## src/rtl/rv_frontend.sv

```systemverilog
`default_nettype none
// ============================================================================
//  Module   : rv_frontend
//  Purpose  : RV32I instruction front end for the multi-cycle core. It holds
//             the program counter, fetch latch, registered decoder and the
//             32x32 integer register file with registered, write-first reads.
//  Ports    : i_clk/i_reset_n        clock, synchronous active-low reset
//             i_pc_target/_select/_inc  PC redirect and fetch-advance strobes
//             i_instruction/i_ack    instruction bus return
//             o_addr/o_cyc           fetch address and request
//             o_rs1/o_rs2/o_rd, o_imm_*, o_funct3, o_pc, o_alu_ctrl,
//             o_op1_src/o_op2_src/o_res_src, o_reg_write, o_inst_*
//                                    registered decode outputs
//             i_rd/i_write/i_data    register-file write port
//             o_data1/o_data2        registered read data for o_rs1/o_rs2
//  Revision : 1.0 - initial release
// ============================================================================
module rv_frontend #(
    parameter logic [31:0] RESET_ADDR = 32'h0000_0000
) (
    input  logic        i_clk,
    input  logic        i_reset_n,
    input  logic [31:0] i_pc_target,
    input  logic        i_pc_select,
    input  logic        i_pc_inc,
    input  logic [31:0] i_instruction,
    input  logic        i_ack,
    output logic [31:0] o_addr,
    output logic        o_cyc,
    output logic [4:0]  o_rs1,
    output logic [4:0]  o_rs2,
    output logic [4:0]  o_rd,
    output logic [31:0] o_imm_i,
    output logic [31:0] o_imm_s,
    output logic [31:0] o_imm_b,
    output logic [31:0] o_imm_u,
    output logic [31:0] o_imm_j,
    output logic [31:0] o_imm_c,
    output logic        o_inst_compressed,
    output logic [2:0]  o_funct3,
    output logic [31:0] o_pc,
    output logic [10:0] o_alu_ctrl,
    output logic        o_op1_src,
    output logic [4:0]  o_op2_src,
    output logic [1:0]  o_res_src,
    output logic        o_reg_write,
    output logic        o_inst_jal,
    output logic        o_inst_jalr,
    output logic        o_inst_branch,
    output logic        o_inst_store,
    input  logic [4:0]  i_rd,
    input  logic        i_write,
    input  logic [31:0] i_data,
    output logic [31:0] o_data1,
    output logic [31:0] o_data2
);

    localparam logic [6:0] c_OPC_OP     = 7'b0110011;
    localparam logic [6:0] c_OPC_OPIMM  = 7'b0010011;
    localparam logic [6:0] c_OPC_LUI    = 7'b0110111;
    localparam logic [6:0] c_OPC_AUIPC  = 7'b0010111;
    localparam logic [6:0] c_OPC_LOAD   = 7'b0000011;
    localparam logic [6:0] c_OPC_STORE  = 7'b0100011;
    localparam logic [6:0] c_OPC_BRANCH = 7'b1100011;
    localparam logic [6:0] c_OPC_JAL    = 7'b1101111;
    localparam logic [6:0] c_OPC_JALR   = 7'b1100111;

    // ---------------- PC and fetch latch ----------------
    logic [31:0] r_pc_q, w_pc_d;
    logic        r_cyc_q;
    logic [31:0] r_inst_q;
    logic [31:0] r_inst_pc_q;

    always_comb begin
        w_pc_d = r_pc_q;
        if (i_pc_select) begin
            w_pc_d = i_pc_target;
        end else if (i_pc_inc && i_ack) begin
            w_pc_d = r_pc_q + 32'd4;
        end
    end

    always_ff @(posedge i_clk) begin
        if (!i_reset_n) begin
            r_pc_q      <= RESET_ADDR;
            r_cyc_q     <= 1'b0;
            r_inst_q    <= '0;
            r_inst_pc_q <= '0;
        end else begin
            r_pc_q  <= w_pc_d;
            r_cyc_q <= 1'b1;
            if (i_ack) begin
                r_inst_q    <= i_instruction;
                r_inst_pc_q <= r_pc_q;
            end
        end
    end

    assign o_addr = r_pc_q;
    assign o_cyc  = r_cyc_q;

    // ---------------- Decode (combinational next-state) ----------------
    logic [6:0]  w_opc;
    logic [2:0]  w_f3;
    logic [4:0]  w_rs1_d;
    logic [10:0] w_alu_d;
    logic        w_op1_d;
    logic [4:0]  w_op2_d;
    logic [1:0]  w_res_d;
    logic        w_rw_d, w_jal_d, w_jalr_d, w_br_d, w_st_d;

    assign w_opc = r_inst_q[6:0];
    assign w_f3  = r_inst_q[14:12];

    always_comb begin
        w_rs1_d  = r_inst_q[19:15];
        w_alu_d  = '0;
        w_op1_d  = 1'b0;
        w_op2_d  = '0;
        w_res_d  = '0;
        w_rw_d   = 1'b0;
        w_jal_d  = 1'b0;
        w_jalr_d = 1'b0;
        w_br_d   = 1'b0;
        w_st_d   = 1'b0;
        case (w_opc)
            c_OPC_OP, c_OPC_OPIMM: begin
                w_rw_d = 1'b1;
                if (w_opc == c_OPC_OPIMM) begin
                    w_op2_d = 5'b00001;
                end
                case (w_f3)
                    // inst[30] is an immediate bit for ADDI, so only OP subtracts
                    3'b000: w_alu_d[0] = (w_opc == c_OPC_OP) && r_inst_q[30];
                    3'b001: w_alu_d[1] = 1'b1;
                    3'b010: begin w_alu_d[4] = 1'b1; w_alu_d[9]  = 1'b1; end
                    3'b011: begin w_alu_d[4] = 1'b1; w_alu_d[10] = 1'b1; end
                    3'b100: begin w_alu_d[5] = 1'b1; w_alu_d[6]  = 1'b1; end
                    3'b101: begin w_alu_d[2] = 1'b1; w_alu_d[3]  = r_inst_q[30]; end
                    3'b110: begin w_alu_d[5] = 1'b1; w_alu_d[7]  = 1'b1; end
                    default: w_alu_d[5] = 1'b1;
                endcase
            end
            c_OPC_LUI: begin
                w_op2_d = 5'b00010;
                w_rs1_d = 5'd0;
                w_rw_d  = 1'b1;
            end
            c_OPC_AUIPC: begin
                w_op1_d = 1'b1;
                w_op2_d = 5'b00010;
                w_rw_d  = 1'b1;
            end
            c_OPC_LOAD: begin
                w_op2_d = 5'b00001;
                w_res_d = 2'b01;
                w_rw_d  = 1'b1;
            end
            c_OPC_STORE: begin
                w_op2_d = 5'b01000;
                w_st_d  = 1'b1;
            end
            c_OPC_BRANCH: begin
                // funct3[0] inverts the condition, funct3[2:1] picks signed/unsigned
                w_br_d      = 1'b1;
                w_alu_d[4]  = 1'b1;
                w_alu_d[8]  = w_f3[0];
                w_alu_d[9]  = (w_f3[2:1] == 2'b10);
                w_alu_d[10] = (w_f3[2:1] == 2'b11);
            end
            c_OPC_JAL: begin
                w_jal_d = 1'b1;
                w_op2_d = 5'b00100;
                w_res_d = 2'b10;
                w_rw_d  = 1'b1;
            end
            c_OPC_JALR: begin
                w_jalr_d = 1'b1;
                w_op2_d  = 5'b00001;
                w_res_d  = 2'b10;
                w_rw_d   = 1'b1;
            end
            default: ;
        endcase
    end

    always_ff @(posedge i_clk) begin
        if (!i_reset_n) begin
            o_rs1 <= '0; o_rs2 <= '0; o_rd <= '0; o_funct3 <= '0;
            o_imm_i <= '0; o_imm_s <= '0; o_imm_b <= '0; o_imm_u <= '0; o_imm_j <= '0;
            o_pc <= '0; o_alu_ctrl <= '0; o_op1_src <= 1'b0; o_op2_src <= '0;
            o_res_src <= '0; o_reg_write <= 1'b0; o_inst_jal <= 1'b0;
            o_inst_jalr <= 1'b0; o_inst_branch <= 1'b0; o_inst_store <= 1'b0;
        end else begin
            o_rs1         <= w_rs1_d;
            o_rs2         <= r_inst_q[24:20];
            o_rd          <= r_inst_q[11:7];
            o_funct3      <= w_f3;
            o_imm_i       <= {{20{r_inst_q[31]}}, r_inst_q[31:20]};
            o_imm_s       <= {{20{r_inst_q[31]}}, r_inst_q[31:25], r_inst_q[11:7]};
            o_imm_b       <= {{19{r_inst_q[31]}}, r_inst_q[31], r_inst_q[7],
                              r_inst_q[30:25], r_inst_q[11:8], 1'b0};
            o_imm_u       <= {r_inst_q[31:12], 12'b0};
            o_imm_j       <= {{11{r_inst_q[31]}}, r_inst_q[31], r_inst_q[19:12],
                              r_inst_q[20], r_inst_q[30:21], 1'b0};
            o_pc          <= r_inst_pc_q;
            o_alu_ctrl    <= w_alu_d;
            o_op1_src     <= w_op1_d;
            o_op2_src     <= w_op2_d;
            o_res_src     <= w_res_d;
            o_reg_write   <= w_rw_d;
            o_inst_jal    <= w_jal_d;
            o_inst_jalr   <= w_jalr_d;
            o_inst_branch <= w_br_d;
            o_inst_store  <= w_st_d;
        end
    end

    assign o_imm_c           = '0;
    assign o_inst_compressed = 1'b0;

    // ---------------- Register file ----------------
    logic [31:0] r_regs_q [32];
    logic        w_wr_en;
    logic [31:0] w_data1_d, w_data2_d;

    // x0 is never written, so its storage stays zero after reset
    assign w_wr_en   = i_write && (i_rd != 5'd0);
    assign w_data1_d = (w_wr_en && (i_rd == o_rs1)) ? i_data : r_regs_q[o_rs1];
    assign w_data2_d = (w_wr_en && (i_rd == o_rs2)) ? i_data : r_regs_q[o_rs2];

    always_ff @(posedge i_clk) begin
        if (!i_reset_n) begin
            for (int i = 0; i < 32; i++) begin
                r_regs_q[i] <= '0;
            end
            o_data1 <= '0;
            o_data2 <= '0;
        end else begin
            if (w_wr_en) begin
                r_regs_q[i_rd] <= i_data;
            end
            o_data1 <= w_data1_d;
            o_data2 <= w_data2_d;
        end
    end

endmodule
`default_nettype wire

```

## config.mk

```make
export PLATFORM = sky130hd
export DESIGN_NAME = rv_frontend
export DESIGN_NICKNAME = d
export VERILOG_FILES = /design/src/rtl/rv_frontend.sv
export SDC_FILE = /design/constraint.sdc
export NUM_CORES = 2
export LEC_CHECK = 0
export CORE_MARGIN = 3
export CORE_UTILIZATION = 44
export DETAILED_ROUTE_END_ITERATION = 6
export PLACE_DENSITY = 0.62
export SYNTH_ARGS = -nofsm -noshare
export SYNTH_HDL_FRONTEND = slang
export SYNTH_SLANG_ARGS = --single-unit
```

## constraint.sdc

```tcl
create_clock -name i_clk -period 6.25 [get_ports i_clk]
set_clock_uncertainty 0.05 [all_clocks]
set_input_delay 1.875 -clock i_clk [delete_from_list [all_inputs] [get_ports i_clk]]
set_output_delay 1.875 -clock i_clk [all_outputs]
set_load 0.01 [all_outputs]
```

---- Word level (Yosys, flattened, before mapping) ----
Memories as Yosys holds them, arrays and structs flattened. A register that Yosys moved wholly into a read port is not among the register bits.
Cells that the tools add are included.
word-level totals
  bits in registers ....................... 261
  bits in writable memories ............... 1,024
  bits of input ports ..................... 107
  memories kept ........................... 1
memories
  name      depth  width  read ports  clocked after memory_dff  wr ports  line  source
  r_regs_q  32     32     2           2                         32        223   logic [31:0] r_regs_q [32];
cells by class
  $add $sub $neg .......................... 1
  equal/unequal tests ..................... 17
  muxes and demuxes ....................... 29
  bitwise gates (word level) .............. 1
  reduce and logical (&&, ||, !) cells .... 21
operators by type and width
  cell                     number
  $mux W32                 3
  $add A32 B3 Y32 const B  1
  $reduce_or A32 Y1        1
  $eq A7 B6 Y1 const B     3
  $eq A7 B7 Y1 const B     3
  $mux W1                  21
  $pmux W4 S5              1
  $eq A7 B5 Y1 const B     2
  $reduce_or A2 Y1         6
  $eq A3 B3 Y1 const B     3
  $pmux W2 S2              2
  $eq A7 B2 Y1 const B     1
  $reduce_or A7 Y1         1
  $eq A3 B2 Y1 const B     2
  $reduce_and A3 Y1        2
  $mux W5                  1
  $reduce_bool A5 Y1       1
  $reduce_or A5 Y1         1
  $eq A2 B2 Y1 const B     2
  $reduce_and A2 Y1        2
  $eq A3 B1 Y1 const B     1
  $logic_and A1 B1 Y1      3
  $logic_not A3 Y1         1
  $logic_not A1 Y1         2
  other kinds (3)          3

---- Longest topological paths before layout ----
  word-level depth ........................ 7
  mapped depth ............................ 10
  depth with buffers taken out ............ 6

---- Least setup slack after synthesis ----
Ideal clock, no wire load.
  path kind ............................... in2reg
  from .................................... in i_rd[2]
  to ...................................... mem r_regs_q[28][0] (enable)
  arrival time ............................ 4.991 ns
  path slack .............................. 0.743 ns
  stages .................................. 6
  buffers on the path ..................... 3
  cell sequence ........................... buf_2 > or3_1 > buf_2 > nand3b_1 > clkbuf_1 > o21ai_0
RTL lines
  item             line  source
  start, declared  51    input logic [4:0] i_rd,
  end, declared    223

==> flow_metrics.env <==
export IMPL_outcome="finished, final reports clean"
export IMPL_ys_seq_area_frac=0.548
export IMPL_gp_congestion=0.891
export IMPL_ys_warn_count=0
export IMPL_crit_family="simple AND/OR/NAND/NOR gates"
export IMPL_drt_initial_drc_count=7032
export IMPL_htreeDepth=4
export IMPL_maxSlewHeadroom=0.0523
export IMPL_antenna_found_initial=40
export IMPL_die_w_um=390
export IMPL_wl_met1_um=92400
export IMPL_drive_gt1_frac=0.153
export IMPL_synthesis_area_sq_um=65000
export IMPL_cts_resized=0
export IMPL_crit_chain="clkdlybuf4s50_1, or3_1, nor3_4, o31a_2, buf_4, a32o_1"
export IMPL_cts_sinks=1270
export IMPL_layout_nets=5176
export IMPL_die_height_um=390
export IMPL_max_freq_mhz=220
export IMPL_cpPeakStageDelay_ns=0.98
export IMPL_hp_class="flip-flop to flip-flop"
export IMPL_post_dp_cell_area_sq_um=70700
export IMPL_grt_usage=0.317
export IMPL_dp_cells=6843
export IMPL_end_kind="flip-flop"
export IMPL_ys_flop_type="edfxtp_1"
export IMPL_period_needed_ns=4.54
export IMPL_io_pins=471
export IMPL_clk_latency_ns=0.80
export IMPL_firstDrtPassIters=6
export IMPL_grt_max_degree=106
export IMPL_ys_async_sr_fraction=0
export IMPL_rsz0062_at_grt="false"
export IMPL_cts_buffers_inserted=140
export IMPL_finalCritPeriodShare=0.727
export IMPL_slowest_stage="o31a_2"
export IMPL_finalMaxSlewViolations=0
export IMPL_post_cts_buffers=0
export IMPL_tightestPinTransition_ns=1.42
export IMPL_cts_hold_buf=0
export IMPL_ys_ff_latch=1270
export IMPL_wl_per_cell_um=34.5
export IMPL_fin_cells=7116
export IMPL_antenna_left=0
export IMPL_cp_arrival_ns=5.21
export IMPL_top_layer="met5"
export IMPL_grt_overflow_total=0
export IMPL_peakVddDrop_uv=222
export IMPL_netlist_instances=4916
export IMPL_root_buffer="clkbuf_16"
export IMPL_crit_required_ns=6.92
export IMPL_final_cell_mix="and2_1 (1063), edfxtp_1 (1024), mux2i_1 (484)"
export IMPL_p_per_area_nw_per_um2=273
export IMPL_fin_setup_tns_ns=0
export IMPL_wl_um=245000
export IMPL_crit_fanout=26
export IMPL_port_buffers=422
export IMPL_start_util=0.445
export IMPL_vias_per_cell=6.40
export IMPL_hpwl_um=150000
export IMPL_num_vias=45500
export IMPL_start_kind="input pin"
export IMPL_whs_ns=0.402
export IMPL_regArea_sq_um=35700
export IMPL_drcViolationCount=0
export IMPL_core_area_sq_um=146000
export IMPL_synth_edf_count=1024
export IMPL_setup_violations=0
export IMPL_multi_input_area_sq_um=26800
export IMPL_area_growth_pct=15.8
export IMPL_syn_area_per_cell_sq_um=13.2
export IMPL_fillers=12200
export IMPL_wl_met3_um=31600
export IMPL_route_met2_wl_um=110000
export IMPL_hold_violations=0
export IMPL_cellLeakagePower_uw=0.0251
export IMPL_synth_cell_types=72
export IMPL_rows=140
export IMPL_crit_buf_inv=2
export IMPL_path_class="input pin to flip-flop"
export IMPL_clkTransAtPathRegs_ns=0.06
export IMPL_cts_tree="built"
export IMPL_clk_path_buf_depth=3
export IMPL_final_common_cell="and2_1"
export IMPL_drv_cap=0
export IMPL_stdcell_area_sq_um=75300
export IMPL_die_area_sq_um=152000
export IMPL_grt_pass1_wl_um=341000
export IMPL_first_global_vias=44400
## worst paths after layout
check / startpoint / to / slack [ns] / depth (start not counted)
setup / recovery: i_rd[2] / o_data2[28] / 1.71 / 6
hold / removal: r_inst_q[21] / o_rs2[1] / 0.40 / 1
setup reg to reg: o_imm_i[4] / o_data2[10] / 2.33 / 6
hold reg to reg: r_inst_q[21] / o_rs2[1] / 0.40 / 1
## routing by layer
layer / global-route usage / vias up
met1: 0.429 / 23100
met3: 0.0829 / 558
met5: 0 / -
met2: 0.484 / 3394
met4: 0.138 / 10
li1: - / 18500
## area by class of cell
class | instances | area share
Tap cell | 1917 | 0.0318
Multi-Input combinational cell | 3058 | 0.356
Timing Repair Buffer | 587 | 0.0768
Sequential cell | 1270 | 0.474
Inverter | 11 | 0.000598
Clock buffer | 195 | 0.0523
Clock inverter | 60 | 0.00824
Antenna cell | 18 | 0.000598
## kinds of logic after synthesis
logic type | count (synthesis) | synth area share
XOR/XNOR | 26 | 0.00350
other | 1 | 0.0000577
multiplexers | 813 | 0.188
buffers and inverters | 667 | 0.0547
AO/OA/AOI/OAI | 645 | 0.0704
AND/OR/NAND/NOR | 1493 | 0.135
adder cells (fa/ha/maj) | 1 | 0.000192
flip-flops | 1270 | 0.548
## cell usage after synthesis (24+ instances only)
library cell / number / area, sq um
a221oi_1: 121 / 1060
nor2_1: 154 / 578
nand2b_1: 52 / 325
mux2i_1: 484 / 4840
nand2_1: 84 / 315
o211ai_1: 24 / 180
mux4_2: 326 / 7340
clkbuf_1: 348 / 1310
edfxtp_1: 1024 / 30700
a31oi_1: 29 / 181
o21ai_0: 101 / 505
a21oi_1: 117 / 586
a22oi_1: 66 / 495
a22o_1: 46 / 403
buf_2: 48 / 240
dfxtp_1: 246 / 4920
buf_4: 231 / 1730
and2_1: 1065 / 6660
## where the power goes
group,internal (uW),leakage (uW),switching [uW]
registers,9600,0.0118,362
clock network,4770,0.00221,3570
logic,935,0.0111,1330
total,15300,0.0251,5260
## sequential cells by signal, indices dropped and copies added, names as in the netlist, 2 cells and up
name and flops:
o_data1 32, o_pc 32, o_alu_ctrl 11, o_addr 32, o_data2 32, o_rd 4
o_op2_src 4, r_inst_pc_q 32, o_imm_u 9, o_res_src 2, o_rs1 5, o_imm_i 7
o_rs2 4, r_inst_q 32, r_regs_q 1024
## through the flow
| step | worst slack (ns) | total power, uW | utilization |
|---|---|---|---|
| 2_1_floorplan | 0.743 | 11300 | - |
| 3_3_place_gp | 0.922 | 12300 | 0.484 |
| 3_5_place_dp | 0.944 | 12300 | 0.484 |
| 4_1_cts | 1.72 | 20600 | 0.515 |
| 5_1_grt | 1.56 | 21100 | 0.515 |
| 6_report | 1.71 | 20600 | 0.515 |
Power figures use the tool's default switching activity.
